--- src/rtl/msk_stall_pkg.sv ---
// Shared types for the masked-core randomness stalling controller.
// Exports the controller state enum and watchdog counter sizing.
package msk_stall_pkg;

    typedef enum logic [1:0] {
        WARMUP = 2'd0,
        READY  = 2'd1,
        RUN    = 2'd2,
        ERR    = 2'd3
    } state_t;

    localparam int STALL_TIMEOUT_DEF = 64;

    // Watchdog counter must be able to hold the timeout value itself.
    function automatic int wd_width(input int timeout);
        return $clog2(timeout + 1);
    endfunction

    localparam int WD_W_DEF = $clog2(STALL_TIMEOUT_DEF + 1);

endpackage

--- src/rtl/msk_stall_chan.sv ---
// Per-channel slice: ok term plus consume/refill PRNG run requests.
// Ports: glob, in_run, warmup, need, valid -> ok, use_en, refill_en.
module msk_stall_chan
    import msk_stall_pkg::*;
(
    input  logic glob,
    input  logic in_run,
    input  logic warmup,
    input  logic need,
    input  logic valid,
    output logic ok,
    output logic use_en,
    output logic refill_en
);

    assign ok        = ~need | valid;
    // use_en is qualified by the all-channel ok in the top.
    assign use_en    = glob & in_run & need;
    assign refill_en = glob & (in_run | warmup) & ~valid;

endmodule

--- src/rtl/msk_rnd_stall_ctrl.sv ---
// Stalls a masked core until every needed PRNG channel is valid.
// Ports: clk/pre_syn_rst, glob, start, need/valid -> enables, status.
module msk_rnd_stall_ctrl
    import msk_stall_pkg::*;
#(
    parameter int NCH           = 2,
    parameter int STALL_TIMEOUT = STALL_TIMEOUT_DEF,
    parameter int CNT_W         = 16
) (
    input  logic             clk,
    input  logic             pre_syn_rst,
    input  logic             pre_enable_glob,
    input  logic             pre_data_in_valid,
    input  logic [NCH-1:0]   pre_need_rnd,
    input  logic [NCH-1:0]   rnd_valid_next_enable,
    input  logic             core_in_process,
    output logic             pre_enable_core,
    output logic [NCH-1:0]   pre_enable_run_prng,
    output logic             ready_start_run,
    output logic             data_in_valid,
    output logic [CNT_W-1:0] stall_cnt,
    output logic             err_timeout
);

    localparam int WD_W = wd_width(STALL_TIMEOUT);
    localparam logic [WD_W-1:0] WD_LAST = WD_W'(STALL_TIMEOUT - 1);

    state_t state_q;
    state_t state_d;

    logic [WD_W-1:0] wd_q;
    logic            cip_q;

    logic           glob;
    logic           in_run;
    logic           warmup;
    logic           ok_all;
    logic           stall;
    logic           accept;
    logic           fall;
    logic           timeout;
    logic [NCH-1:0] ok_c;
    logic [NCH-1:0] use_c;
    logic [NCH-1:0] refill_c;

    // Reset also gates every combinational enable.
    assign glob   = pre_enable_glob & ~pre_syn_rst;
    assign in_run = (state_q == RUN);
    assign warmup = (state_q == WARMUP);

    for (genvar c = 0; c < NCH; c++) begin : g_chan
        msk_stall_chan u_chan (
            .glob      (glob),
            .in_run    (in_run),
            .warmup    (warmup),
            .need      (pre_need_rnd[c]),
            .valid     (rnd_valid_next_enable[c]),
            .ok        (ok_c[c]),
            .use_en    (use_c[c]),
            .refill_en (refill_c[c])
        );
    end

    assign ok_all  = &ok_c;
    assign stall   = in_run & glob & ~ok_all;
    assign accept  = (state_q == READY) & glob & pre_data_in_valid;
    // cip_q is cleared on accept, so the first run cycle never ends a run.
    assign fall    = in_run & glob & cip_q & ~core_in_process;
    assign timeout = stall & (wd_q >= WD_LAST);

    // A channel that is stalled runs once for refill only.
    assign pre_enable_run_prng = refill_c | (use_c & {NCH{ok_all}});

    always_comb begin
        state_d         = state_q;
        pre_enable_core = 1'b0;
        ready_start_run = 1'b0;
        unique case (state_q)
            WARMUP: begin
                if (glob && (&rnd_valid_next_enable))
                    state_d = READY;
            end
            READY: begin
                ready_start_run = glob;
                if (accept)
                    state_d = RUN;
            end
            RUN: begin
                pre_enable_core = glob & ok_all;
                if (timeout)
                    state_d = ERR;
                else if (fall)
                    state_d = WARMUP;
            end
            ERR: begin
                state_d = ERR;
            end
            default: begin
                state_d = WARMUP;
            end
        endcase
    end

    always_ff @(posedge clk or posedge pre_syn_rst) begin
        if (pre_syn_rst) begin
            state_q       <= WARMUP;
            data_in_valid <= 1'b0;
            stall_cnt     <= '0;
            err_timeout   <= 1'b0;
            wd_q          <= '0;
            cip_q         <= 1'b0;
        end else begin
            state_q       <= state_d;
            data_in_valid <= accept;
            if (state_d == ERR)
                err_timeout <= 1'b1;
            if (accept)
                stall_cnt <= '0;
            else if (stall && (stall_cnt != '1))
                stall_cnt <= stall_cnt + 1'b1;
            if (accept || (in_run && glob && ok_all))
                wd_q <= '0;
            else if (stall && (wd_q != '1))
                wd_q <= wd_q + 1'b1;
            if (glob)
                cip_q <= in_run & core_in_process;
        end
    end

endmodule

--- config.mk ---
export PLATFORM = sky130hd
export DESIGN_NAME = msk_rnd_stall_ctrl
export DESIGN_NICKNAME = d
export VERILOG_FILES = /design/src/rtl/msk_stall_pkg.sv /design/src/rtl/msk_stall_chan.sv /design/src/rtl/msk_rnd_stall_ctrl.sv
export SDC_FILE = /design/constraint.sdc
export NUM_CORES = 1
export LEC_CHECK = 0
export ABC_AREA = 1
export CAP_MARGIN = 20
export CORE_ASPECT_RATIO = 1.75
export CORE_UTILIZATION = 56
export DETAILED_ROUTE_END_ITERATION = 7
export PLACE_DENSITY = 0.83
export SYNTH_ARGS = -nofsm -noshare
export SYNTH_HDL_FRONTEND = slang
export SYNTH_SLANG_ARGS = --single-unit
--- constraint.sdc ---
create_clock -name clk -period 5 [get_ports clk]
set_input_delay 1 -clock clk [delete_from_list [all_inputs] [get_ports clk]]
set_output_delay 1 -clock clk [all_outputs]
set_load 0.01 [all_outputs]
**Word level (Yosys, flattened, before mapping)**

Index checks and enable logic that the tools add are counted.

- $add $sub $neg: 2
- Magnitude comparators: 1
- Equal/unequal tests: 6
- Muxes and demuxes: 11
- Bitwise logic cells: 27
- Reductions and logical operators: 11

Operators by type and width:

| kind | count |
|---|---|
| 2-to-1 mux 16 bit | 2 |
| adder 16 x 1 -> 16 bit, second input constant | 1 |
| != test 16 bit, second input constant | 1 |
| AND 1 bit | 15 |
| 2-to-1 mux 7 bit | 2 |
| 2-to-1 mux 2 bit | 4 |
| case mux 2 bit (4 select lines) | 1 |
| adder 7 x 1 -> 7 bit, second input constant | 1 |
| greater-or-equal comparator 7 x 6 -> 1 bit, second input constant | 1 |
| != test 7 bit, second input constant | 1 |
| NOT 1 bit | 7 |
| equality test 2 bit, second input constant | 3 |
| logical AND 1 bit | 5 |
| AND reduction 2 bit | 2 |
| nonzero test 2 bit | 2 |
| OR 1 bit | 3 |
| AND 2 bit | 1 |
| equality test 2 x 1 -> 1 bit, second input constant | 1 |
| zero test 2 bit | 1 |
| 2-to-1 mux 1 bit | 2 |
| OR 2 bit | 1 |
| logical OR 1 bit | 1 |

- Bits in registers: 28
- Input port bits: 9
- Output and inout bits: 22

**Longest topological paths before layout**

Gate-level depths: netlist of the first run.

- Depth in word-level cells: 9
- Mapped depth: 11

**Cells and area by module**

Synthesis of the first run repeated with hierarchy kept, for this count alone.

- Cells, all modules: 256
- Area, all modules: 1825.5 sq um

Modules (own cells, without submodules):

| module | times used | cells an instance | area each (sq um) | sequential area each (sq um) |
|---|---|---|---|---|
| msk_rnd_stall_ctrl | 1 | 240 | 1765.4 | 700.7 |
| msk_stall_chan | 2 | 8 | 30.0 | 0.0 |

**Least setup slack after synthesis of the first run**

Ideal clock, no wire load.

- Kind: in2out
- From: in pre_syn_rst
- To: out pre_enable_run_prng[0]
- Arrival time: 2.510 ns
- Data required time: 4.000 ns
- Path slack: 1.490 ns
- Cell stages on the path: 7
- Buffers on the path: 0
- Path through: inv_1 nand2_2 inv_1 nand2_2 nor2_1 nand2_1 o21ai_0

- Cells in the longest elaborated chain, start to end: 6
- Elaborated cells on any way between the ends: 8
- Classes of those cells: bitwise: 8

Ends and longest elaborated chain:

| element | RTL line | text |
|---|---|---|
| start: declaration | msk_rnd_stall_ctrl.sv:11 | `input logic pre_syn_rst,` |
| NOT 1 bit * | msk_rnd_stall_ctrl.sv:47 | `assign glob = pre_enable_glob & ~pre_syn_rst;` |
| AND 1 bit * | msk_rnd_stall_ctrl.sv:47 |  |
| AND 1 bit (2 in series) | msk_stall_chan.sv:18 | `assign use_en = glob & in_run & need;` |
| AND 2 bit | msk_rnd_stall_ctrl.sv:72 | `assign pre_enable_run_prng = refill_c \| (use_c & {NCH{ok_all}});` |
| OR 2 bit * | msk_rnd_stall_ctrl.sv:72 |  |
| end: declaration | msk_rnd_stall_ctrl.sv:18 | `output logic [NCH-1:0] pre_enable_run_prng,` |

Every way passes the cells marked *; elsewhere a longest branch is shown, timed or not.

**Worst setup path after layout of the first run**

- From: in rnd_valid_next_enable[0]
- To: out pre_enable_run_prng[1]

- Cells in the longest elaborated chain, start to end: 4

Ends and longest elaborated chain:

| element | RTL line | text |
|---|---|---|
| start: declaration | msk_rnd_stall_ctrl.sv:15 | `input logic [NCH-1:0] rnd_valid_next_enable,` |
| OR 1 bit | msk_stall_chan.sv:16 | `assign ok = ~need \| valid;` |
| AND reduction 2 bit | msk_rnd_stall_ctrl.sv:64 | `assign ok_all = &ok_c;` |
| AND 2 bit | msk_rnd_stall_ctrl.sv:72 |  |
| OR 2 bit | msk_rnd_stall_ctrl.sv:72 |  |

Every way passes these cells.

==> flow_summary_export.csv, run 1 <==
group,metric,value,unit
outcome,outcome,"completed",
synthesis,ys_warn_count,0,
layout,nNetsFinal,282,
floorplan,die_h,75.4,um
pwr,total_power,605,uW
pwr,p_clk_frac,0.239,
clock_network,cts_resized,0,
min_path,hold_class,"reg -> reg",
placed_design,place_worst_setup_slack,1190,ps
clock_network,htreeDepth,1,
sta,tns,0,ps
global_route,grt_usage,0.269,
sta,hold_violations,0,
sta,finalWorstSetupSlack,1180,ps
synthesis,synthArstFlopShare,1.00,
clock_network,root_buffer,"clkbuf_8",
setup_path,crit_path_end_kind,"primary output",
setup_path,required,4000,ps
clock_network,hold_buffers,0,
synthesis,synth_cell_types,21,
clock_network,clock_latency,280,ps
synthesis,ys_ff_latch,28,
detailed_routing,wl_per_cell,13.2,um
synthesis,yosys_most_used_dff,"dfrtp_1",
global_route,grt_pass1_vias,1594,
clock_network,cts_setup_buffers,0,
synthesis,synth-edff-count,0,
placed_design,portBuffers,30,
floorplan,die_w,44.0,um
synthesis,yosys-top-cells-area,"dfrtp_1 41%, nand2_1 18%, nand3_1 5.8%",
clock_network,clock-sinks,28,
detailed_routing,drc,0,
floorplan,start_util,0.589,
pwr,ir_drop,215,uV
synthesis,synth_top_area_cell,"dfrtp_1",
detailed_routing,first_pass_iters,6,
sta,setup_violations,0,
pwr,p_int,403,uW
sta,rsz0062_at_grt,"false",
synthesis,synth_nets,249,
pwr,pwr-share-comb,0.263,
synthesis,synth_common_cells,"82 x nand2_1, 28 x dfrtp_1, 23 x nor2_1",
sta,min_period,3820,ps
sta,slew_headroom,0.665,
pwr,leakagePower,0.00100,uW
clock_network,cts.clk_slew.worst_paths,90,ps
synthesis,yosysMostFrequentCell,"nand2_1",
global_route,grt_max_degree,29,
setup_path,critPathArrivalTime,2820,ps
sta,timing.final.crit_share,0.764,
sta,maxSlewViolCount,0,
setup_path,critPathMaxFanout,4,
clock_network,cts_tree,"done",
layout,final_layout_size_suffix_gt1_frac,0.0852,
detailed_routing,routed_via_density,5.53,
detailed_routing,ant_nets,0,
layout,area_delta_synth_final,21.5,%
sta,fmax,262,MHz
synthesis,syn_area,1730,um^2
detailed_routing,vias,1648,
sta,worst_pin_slew,501,ps
synthesis,synth_cells,238,
layout,final_core_util,0.716,
setup_path,cp-start-kind,"input pin",
job,drv_cap,0,
global_route,antenna_found_initial,0,
placed_design,gp_congestion,0.854,
pwr,pwr-share-seq,0.498,
detailed_routing,drt_wl_total,3.95,mm
floorplan,row_count,26,
detailed_routing,drtIter0Drc,51,
global_route,overflow,0,
clock_network,cts_buffer_depth,2,
layout,fill_cells,248,
pwr,p_sw,202,uW
global_route,grt_pass1_wl,6.64,mm
pwr,power.density,289,nW/um^2
floorplan,ioPinCount,31,
clock_network,cts-buffers-inserted,3,
floorplan,core,2930,um^2
layout,antenna_cells,0,
pwr,p_sw_frac,0.334,
synthesis,syn-mean-instance-area,7.25,um^2
floorplan,die-area,3320,um^2
synthesis,yosysSeqAreaShare,0.406,
setup_path,crit_type,"in -> out",
sta,skew,8.46,ps
placed_design,hpwl,2.88,mm
synthesis,synth.top_cell.area_share,0.406,
==> layer usage <==
metal  wire, um  GRT usage  vias up
met5          0          0        -
met4        133      0.145        0
met3        104     0.0237       13
met2       2180      0.509       42
met1       1530      0.287      767
li1           -          -      826
==> critical path, stage by stage <==
cell	delay (ps)
clkdlybuf4s50_1	500
inv_1	60
nand2_1	60
o21ai_0	160
nor2_1	330
nand2_1	70
o21ai_0	80
clkdlybuf4s50_1	550
==> path summary, 6_finish.rpt <==
| path | start | endpoint | slack, ps | depth (start not counted) |
|---|---|---|---|---|
| worst max-delay path | rnd_valid_next_enable[0] | pre_enable_run_prng[1] | 1180 | 8 |
| worst min-delay path | err_timeout | err_timeout | 480 | 1 |
| worst max register to register | stall_cnt[0] | stall_cnt[14] | 3090 | 9 |
| worst min register to register | err_timeout | err_timeout | 480 | 1 |
| max in group asynchronous | pre_syn_rst | stall_cnt[12] | 3540 | 3 |
| min in group asynchronous | pre_syn_rst | wd_q[4] | 1180 | 3 |
==> registers in the layout, indices dropped and copies added (netlist names) <==
register / count
stall_cnt: 16
data_in_valid: 1
err_timeout: 1
wd_q: 7
state_q: 2
cip_q: 1
==> layout by cell type, fill, tap and decap left out, drive strengths merged <==
| master | netlist | routed |
|---|---|---|
| o21bai | 2 | 2 |
| nand3b | 2 | 2 |
| buf | 3 | 1 |
| nor2 | 30 | 30 |
| xor2 | 8 | 8 |
| a21oi | 2 | 2 |
| nand4 | 16 | 16 |
| o21ai | 9 | 9 |
| dfrtp | 28 | 28 |
| nor3 | 2 | 2 |
| inv | 24 | 24 |
| or2 | 3 | 3 |
| clkdlybuf4s50 | 0 | 30 |
| ha | 2 | 2 |
| clkbuf | 0 | 4 |
| nand2 | 87 | 87 |
| nand3 | 20 | 20 |
==> power by group through the flow <==
stage	logic (uW)	registers [uW]	clock network, uW
global placement	157	305	0
CTS	161	301	145
detailed placement	160	305	0
global route	181	309	154
floorplan	105	301	0
finish	159	302	145
==> stage by stage <==
| stage | cells | hold WS, ps | area [um^2] |
|---|---|---|---|
| floorplan | 238 | 479 | 1730 |
| global placement | 294 | 458 | 2040 |
| detailed placement | 294 | 462 | 2040 |
| CTS | 298 | 487 | 2100 |
| global route | 298 | 510 | 2100 |
| finish | 298 | 481 | 2100 |
==> final cells by class <==
class	count	area (um^2)	share of cell area
Timing Repair Buffer	31	308	0.147
Tap cell	28	35.0	0.0167
Clock buffer	4	55.1	0.0263
Sequential cell	28	701	0.334
Inverter	24	90.1	0.0430
Multi-Input combinational cell	183	907	0.433
==> cell families after synthesis <==
family	Yosys count	synth area share
and+or+nand+nor	160	0.430
DFF	28	0.406
buffers and inverters	27	0.0682
AOI/OAI and AO/OA	13	0.0406
xor gates and xnor gates	8	0.0406
adders and majority gates	2	0.0145
No activity file was read; power rests on OpenSTA's default activity.
==> inputs of run 2 (changes only) <==
--- a/config.mk
+++ b/config.mk
@@ -8,9 +8,9 @@
 export ABC_AREA = 1
 export CAP_MARGIN = 20
 export CORE_ASPECT_RATIO = 1.75
-export CORE_UTILIZATION = 56
+export CORE_UTILIZATION = 47
 export DETAILED_ROUTE_END_ITERATION = 7
-export PLACE_DENSITY = 0.83
+export PLACE_DENSITY = 0.74
 export SYNTH_ARGS = -nofsm -noshare
 export SYNTH_HDL_FRONTEND = slang
 export SYNTH_SLANG_ARGS = --single-unit
==> constraint.sdc (replaced) <==
create_clock -name clk -period 3.3 [get_ports clk]
set_input_delay 0.66 -clock clk [delete_from_list [all_inputs] [get_ports clk]]
set_output_delay 0.66 -clock clk [all_outputs]
set_load 0.01 [all_outputs]
==> run 2 against run 1 <==
Register-to-register slack lost 1700 ps. Non-clock buffer count grew 1. Highest routed layer unchanged. Total power grew 52%. Sequential share of layout area shrank 0.45 points.
==> flow_summary_export.csv, run 2 (synthesis results as in run 1) <==
group,metric,value,unit
sta,min_period,3010,ps
clock_network,clock_latency,280,ps
detailed_routing,ant_nets,0,
clock_network,clock-sinks,28,
global_route,grt_pass1_wl,6.76,mm
setup_path,required,2640,ps
floorplan,start_util,0.503,
setup_path,critPathArrivalTime,2350,ps
layout,largest_reg_flops,16,
sta,timing.final.crit_share,0.913,
layout,finish.instance_area,2120,um^2
global_route,grt_max_degree,29,
pwr,ir_drop,392,uV
sta,skew,3.16,ps
detailed_routing,drt_wl_total,3.90,mm
setup_path,worstRegToRegCells,9,
layout,mostFrequentLayoutCells,"82 x nand2_1, 30 x clkdlybuf4s50_1, 28 x dfrtp_1",
layout,antenna_cells,0,
global_route,met1_usage,0.252,
clock_network,htreeDepth,1,
layout,nNetsFinal,283,
clock_network,cts-buffers-inserted,3,
placed_design,hpwl,2.90,mm
global_route,grt_pass1_vias,1624,
sta,worst_pin_slew,491,ps
layout,final_layout_size_suffix_gt1_frac,0.0886,
global_route,grt_busiest_layer,"met2",
layout,fill_cells,340,
detailed_routing,first_pass_iters,4,
pwr,pwr-share-seq,0.497,
layout,multi_input_area,907,um^2
clock_network,cts_tree,"done",
placed_design,placed_area,2070,um^2
layout,reg_top3,"stall_cnt: 16 flops, wd_q: 7 flops, state_q: 2 flops",
sta,hold_violations,0,
floorplan,die_w,47.8,um
global_route,grt_util_met2,0.420,
setup_path,crit_type,"in -> out",
setup_path,cp-start-kind,"input pin",
global_route,overflow,0,
sta,maxSlewViolCount,0,
sta,slew_headroom,0.672,
sta,setup_violations,0,
global_route,grt_use_met3,0.0239,
detailed_routing,routed_via_density,5.13,
detailed_routing,vias,1622,
pwr,p_int,612,uW
setup_path,crit_path_end_kind,"primary output",
detailed_routing,wl_per_cell,12.3,um
job,drv_cap,0,
pwr,pwr-share-comb,0.264,
clock_network,cts_setup_buffers,0,
floorplan,die-area,3930,um^2
layout,regArea,701,um^2
clock_network,cts_buffer_depth,2,
layout,layout_commonest_cell,"nand2_1",
placed_design,gp_congestion,0.900,
clock_network,hold_buffers,0,
floorplan,row_count,28,
min_path,hold_class,"reg -> reg",
clock_network,cts_resized,0,
sta,fmax,332,MHz
floorplan,ioPinCount,31,
sta,tns,0,ps
layout,area_delta_synth_final,23.1,%
clock_network,root_buffer,"clkbuf_8",
pwr,p_clk_frac,0.239,
pwr,p_sw_frac,0.333,
global_route,antenna_found_initial,0,
detailed_routing,drc,0,
pwr,leakagePower,0.00101,uW
floorplan,die_h,82.2,um
pwr,p_sw,306,uW
global_route,grt_usage,0.233,
floorplan,core,3430,um^2
clock_network,cts.clk_slew.worst_paths,100,ps
min_path,hold_depth,1,
setup_path,critPathMaxFanout,4,
placed_design,portBuffers,30,
detailed_routing,drtIter0Drc,30,
outcome,outcome,"completed",
sta,rsz0062_at_grt,"false",
layout,regMostFlops,"stall_cnt",
pwr,power.density,432,nW/um^2
-- run 2: worst paths after layout --
check | start | end | slack, ps
setup / recovery | pre_syn_rst | pre_enable_run_prng[1] | 290
hold / removal | err_timeout | err_timeout | 490
setup reg to reg | stall_cnt[0] | stall_cnt[6] | 1370
hold reg to reg | err_timeout | err_timeout | 490
max in group asynchronous | pre_syn_rst | cip_q | 2160
min in group asynchronous | pre_syn_rst | stall_cnt[1] | 870
-- run 2: power groups by stage --
stage	Clock [uW]	Sequential, uW	Combinational [uW]
2_1_floorplan	0	456	159
3_3_place_gp	0	463	242
3_5_place_dp	0	463	244
4_1_cts	220	456	245
5_1_grt	239	466	277
6_report	219	457	242
-- run 2: cell type report --
type | count | share of cell area
Multi-Input combinational cell | 183 | 0.427
Sequential cell | 28 | 0.330
Timing Repair Buffer | 32 | 0.148
Inverter | 24 | 0.0424
Tap cell | 45 | 0.0265
Clock buffer | 4 | 0.0259
-- run 2: per-stage QoR --
| stage | setup slack [ps] | utilization | power [uW] | std cells | hold slack, ps |
|---|---|---|---|---|---|
| global placement | 293 | 0.603 | 705 | 312 | 459 |
| global route | 109 | 0.619 | 981 | 316 | 520 |
| CTS | 280 | 0.619 | 921 | 316 | 491 |
| finish | 287 | 0.619 | 918 | 316 | 485 |
| floorplan | 470 | - | 615 | 238 | 479 |
| detailed placement | 282 | 0.603 | 707 | 312 | 455 |
-- run 2: worst max-delay path, cell delays in order --
cell and delay (ps):
clkdlybuf4s50_1 400, inv_1 130, nand2_2 80, inv_1 100, nand2_2 80, nor2_1 200, nand2_1 70, o21ai_0 70
clkdlybuf4s50_1 560
-- run 2: metal layers --
| metal | vias to the layer above | wire length, um | share of wire |
|---|---|---|---|
| met4 | 0 | 157 | 0.040 |
| met5 | - | 0 | 0 |
| met2 | 26 | 2100 | 0.54 |
| met1 | 758 | 1590 | 0.41 |
| met3 | 12 | 58 | 0.015 |
| li1 | 826 | - | - |
==> inputs of run 3 (changes only) <==
--- a/config.mk
+++ b/config.mk
@@ -6,11 +6,14 @@
 export NUM_CORES = 1
 export LEC_CHECK = 0
 export ABC_AREA = 1
+export ABC_CLOCK_PERIOD_IN_PS = 3300
 export CAP_MARGIN = 20
 export CORE_ASPECT_RATIO = 1.75
 export CORE_UTILIZATION = 47
 export DETAILED_ROUTE_END_ITERATION = 7
 export PLACE_DENSITY = 0.74
+export SETUP_SLACK_MARGIN = 0.2
 export SYNTH_ARGS = -nofsm -noshare
 export SYNTH_HDL_FRONTEND = slang
 export SYNTH_SLANG_ARGS = --single-unit
+export TNS_END_PERCENT = 50
==> run 3 against run 2 <==
Non-clock buffer count unchanged. Utilization increased by 0.15 points. Global-route usage unchanged. Cell count unchanged. Final area increased by 0.24%. Register-to-register slack about the same. Critical endpoint is now pre_enable_run_prng[0]. Largest power group unchanged. Highest routed layer unchanged.
==> flow_summary_export.csv, run 3 (synthesis results as in run 1) <==
group,metric,value,unit
global_route,grt_usage,0.233,
pwr,power.density,430,nW/um^2
floorplan,start_util,0.503,
detailed_routing,routed_via_density,5.16,
layout,final_core_util,0.620,
detailed_routing,vias,1629,
setup_path,required,2640,ps
global_route,overflow,0,
setup_path,cp_slowest_cell,"clkdlybuf4s50_1",
detailed_routing,drt_wl_total,3.88,mm
detailed_routing,wl_per_cell,12.3,um
placed_design,portBuffers,30,
setup_path,crit_type,"in -> out",
global_route,grt_pass1_wl,6.76,mm
clock_network,cts_setup_buffers,0,
detailed_routing,first_pass_iters,4,
layout,largest_reg_flops,16,
clock_network,cts.clk_slew.worst_paths,100,ps
floorplan,die-area,3930,um^2
min_path,hold_class,"reg -> reg",
floorplan,ioPinCount,31,
placed_design,gp_congestion,0.900,
job,drv_cap,0,
sta,slew_headroom,0.669,
detailed_routing,drc,0,
layout,area_delta_synth_final,23.4,%
global_route,grt_max_degree,29,
sta,tns,0,ps
sta,min_period,2990,ps
layout,antenna_cells,0,
outcome,outcome,"completed",
sta,skew,2.62,ps
layout,layout_commonest_cell,"nand2_1",
setup_path,crit_path_end_kind,"primary output",
clock_network,clock_latency,270,ps
setup_path,critPathArrivalTime,2330,ps
sta,rsz0062_at_grt,"false",
clock_network,cts_buffer_depth,2,
layout,regMostFlops,"stall_cnt",
layout,mostFrequentLayoutCells,"82 x nand2_1, 29 x clkdlybuf4s50_1, 28 x dfrtp_1",
pwr,ir_drop,393,uV
sta,setup_violations,0,
placed_design,hpwl,2.90,mm
clock_network,hold_buffers,0,
placed_design,place_inst,312,
sta,maxSlewViolCount,0,
clock_network,clock-sinks,28,
setup_path,crit_chain,"clkdlybuf4s50_1, inv_1, nand2_2, inv_1, nand2_2, nor2_2, nand2_1, o21ai_0, clkdlybuf4s50_1",
layout,nNetsFinal,283,
sta,hold_slack,487,ps
pwr,leakagePower,0.00102,uW
setup_path,cpPeakStageDelay,550,ps
setup_path,cp-start-kind,"input pin",
floorplan,core,3430,um^2
sta,timing.final.crit_share,0.907,
sta,fmax,334,MHz
layout,final_layout_size_suffix_gt1_frac,0.0923,
floorplan,row_count,28,
detailed_routing,drtIter0Drc,27,
pwr,total_power,916,uW
layout,reg_top3,"stall_cnt: 16 flops, wd_q: 7 flops, state_q: 2 flops",
clock_network,root_buffer,"clkbuf_8",
sta,hold_violations,0,
global_route,grt_pass1_vias,1624,
clock_network,cts_tree,"done",
detailed_routing,ant_nets,0,
sta,worst_pin_slew,496,ps
floorplan,die_w,47.8,um
floorplan,die_h,82.2,um
global_route,antenna_found_initial,0,
clock_network,cts-buffers-inserted,3,
clock_network,cts_resized,0,
layout,fin_cells,316,
setup_path,critPathMaxFanout,4,
clock_network,htreeDepth,1,
[run 3: critical path, delay by kind of cell]
kind	cells	cell delay [ps]
buffers and inverters	4	1190
AND/OR/NAND/NOR	4	400
AO/OA/AOI/OAI	1	70
[run 3: report_power, final]
group / internal [uW] / switching, uW
Sequential: 395 / 61.7
Combinational: 111 / 132
Clock: 107 / 110
[run 3: routing by layer]
layer	wire length, um	share of wire	vias up	GRT usage
met5	0	0	-	0
met4	157	0.040	0	0.117
met3	56	0.014	12	0.0239
met2	2090	0.54	24	0.420
met1	1580	0.41	768	0.252
li1	-	-	825	-
[run 3: worst paths after layout]
path / start / end / slack [ps] / depth (start not counted)
setup / recovery: pre_syn_rst / pre_enable_run_prng[0] / 310 / 9
hold / removal: err_timeout / err_timeout / 490 / 1
setup reg to reg: stall_cnt[0] / stall_cnt[2] / 1370 / 9
hold reg to reg: err_timeout / err_timeout / 490 / 1
max in group asynchronous: pre_syn_rst / wd_q[1] / 2160 / 3
min in group asynchronous: pre_syn_rst / stall_cnt[1] / 870 / 3
[run 3: metrics by stage]
stage	area, um^2	setup slack (ps)
final	2130	308
after detailed placement	2070	282
after global placement	2070	293
after global routing	2130	206
after floorplan	1730	470
after CTS	2120	280
[run 3: final cells by class]
cell class                      instances  area, um^2
Timing Repair Buffer                   32         318
Inverter                               24        90.1
Tap cell                               45        56.3
Fill cell                             341        1300
Sequential cell                        28         701
Clock buffer                            4        55.1
Multi-Input combinational cell        183         910
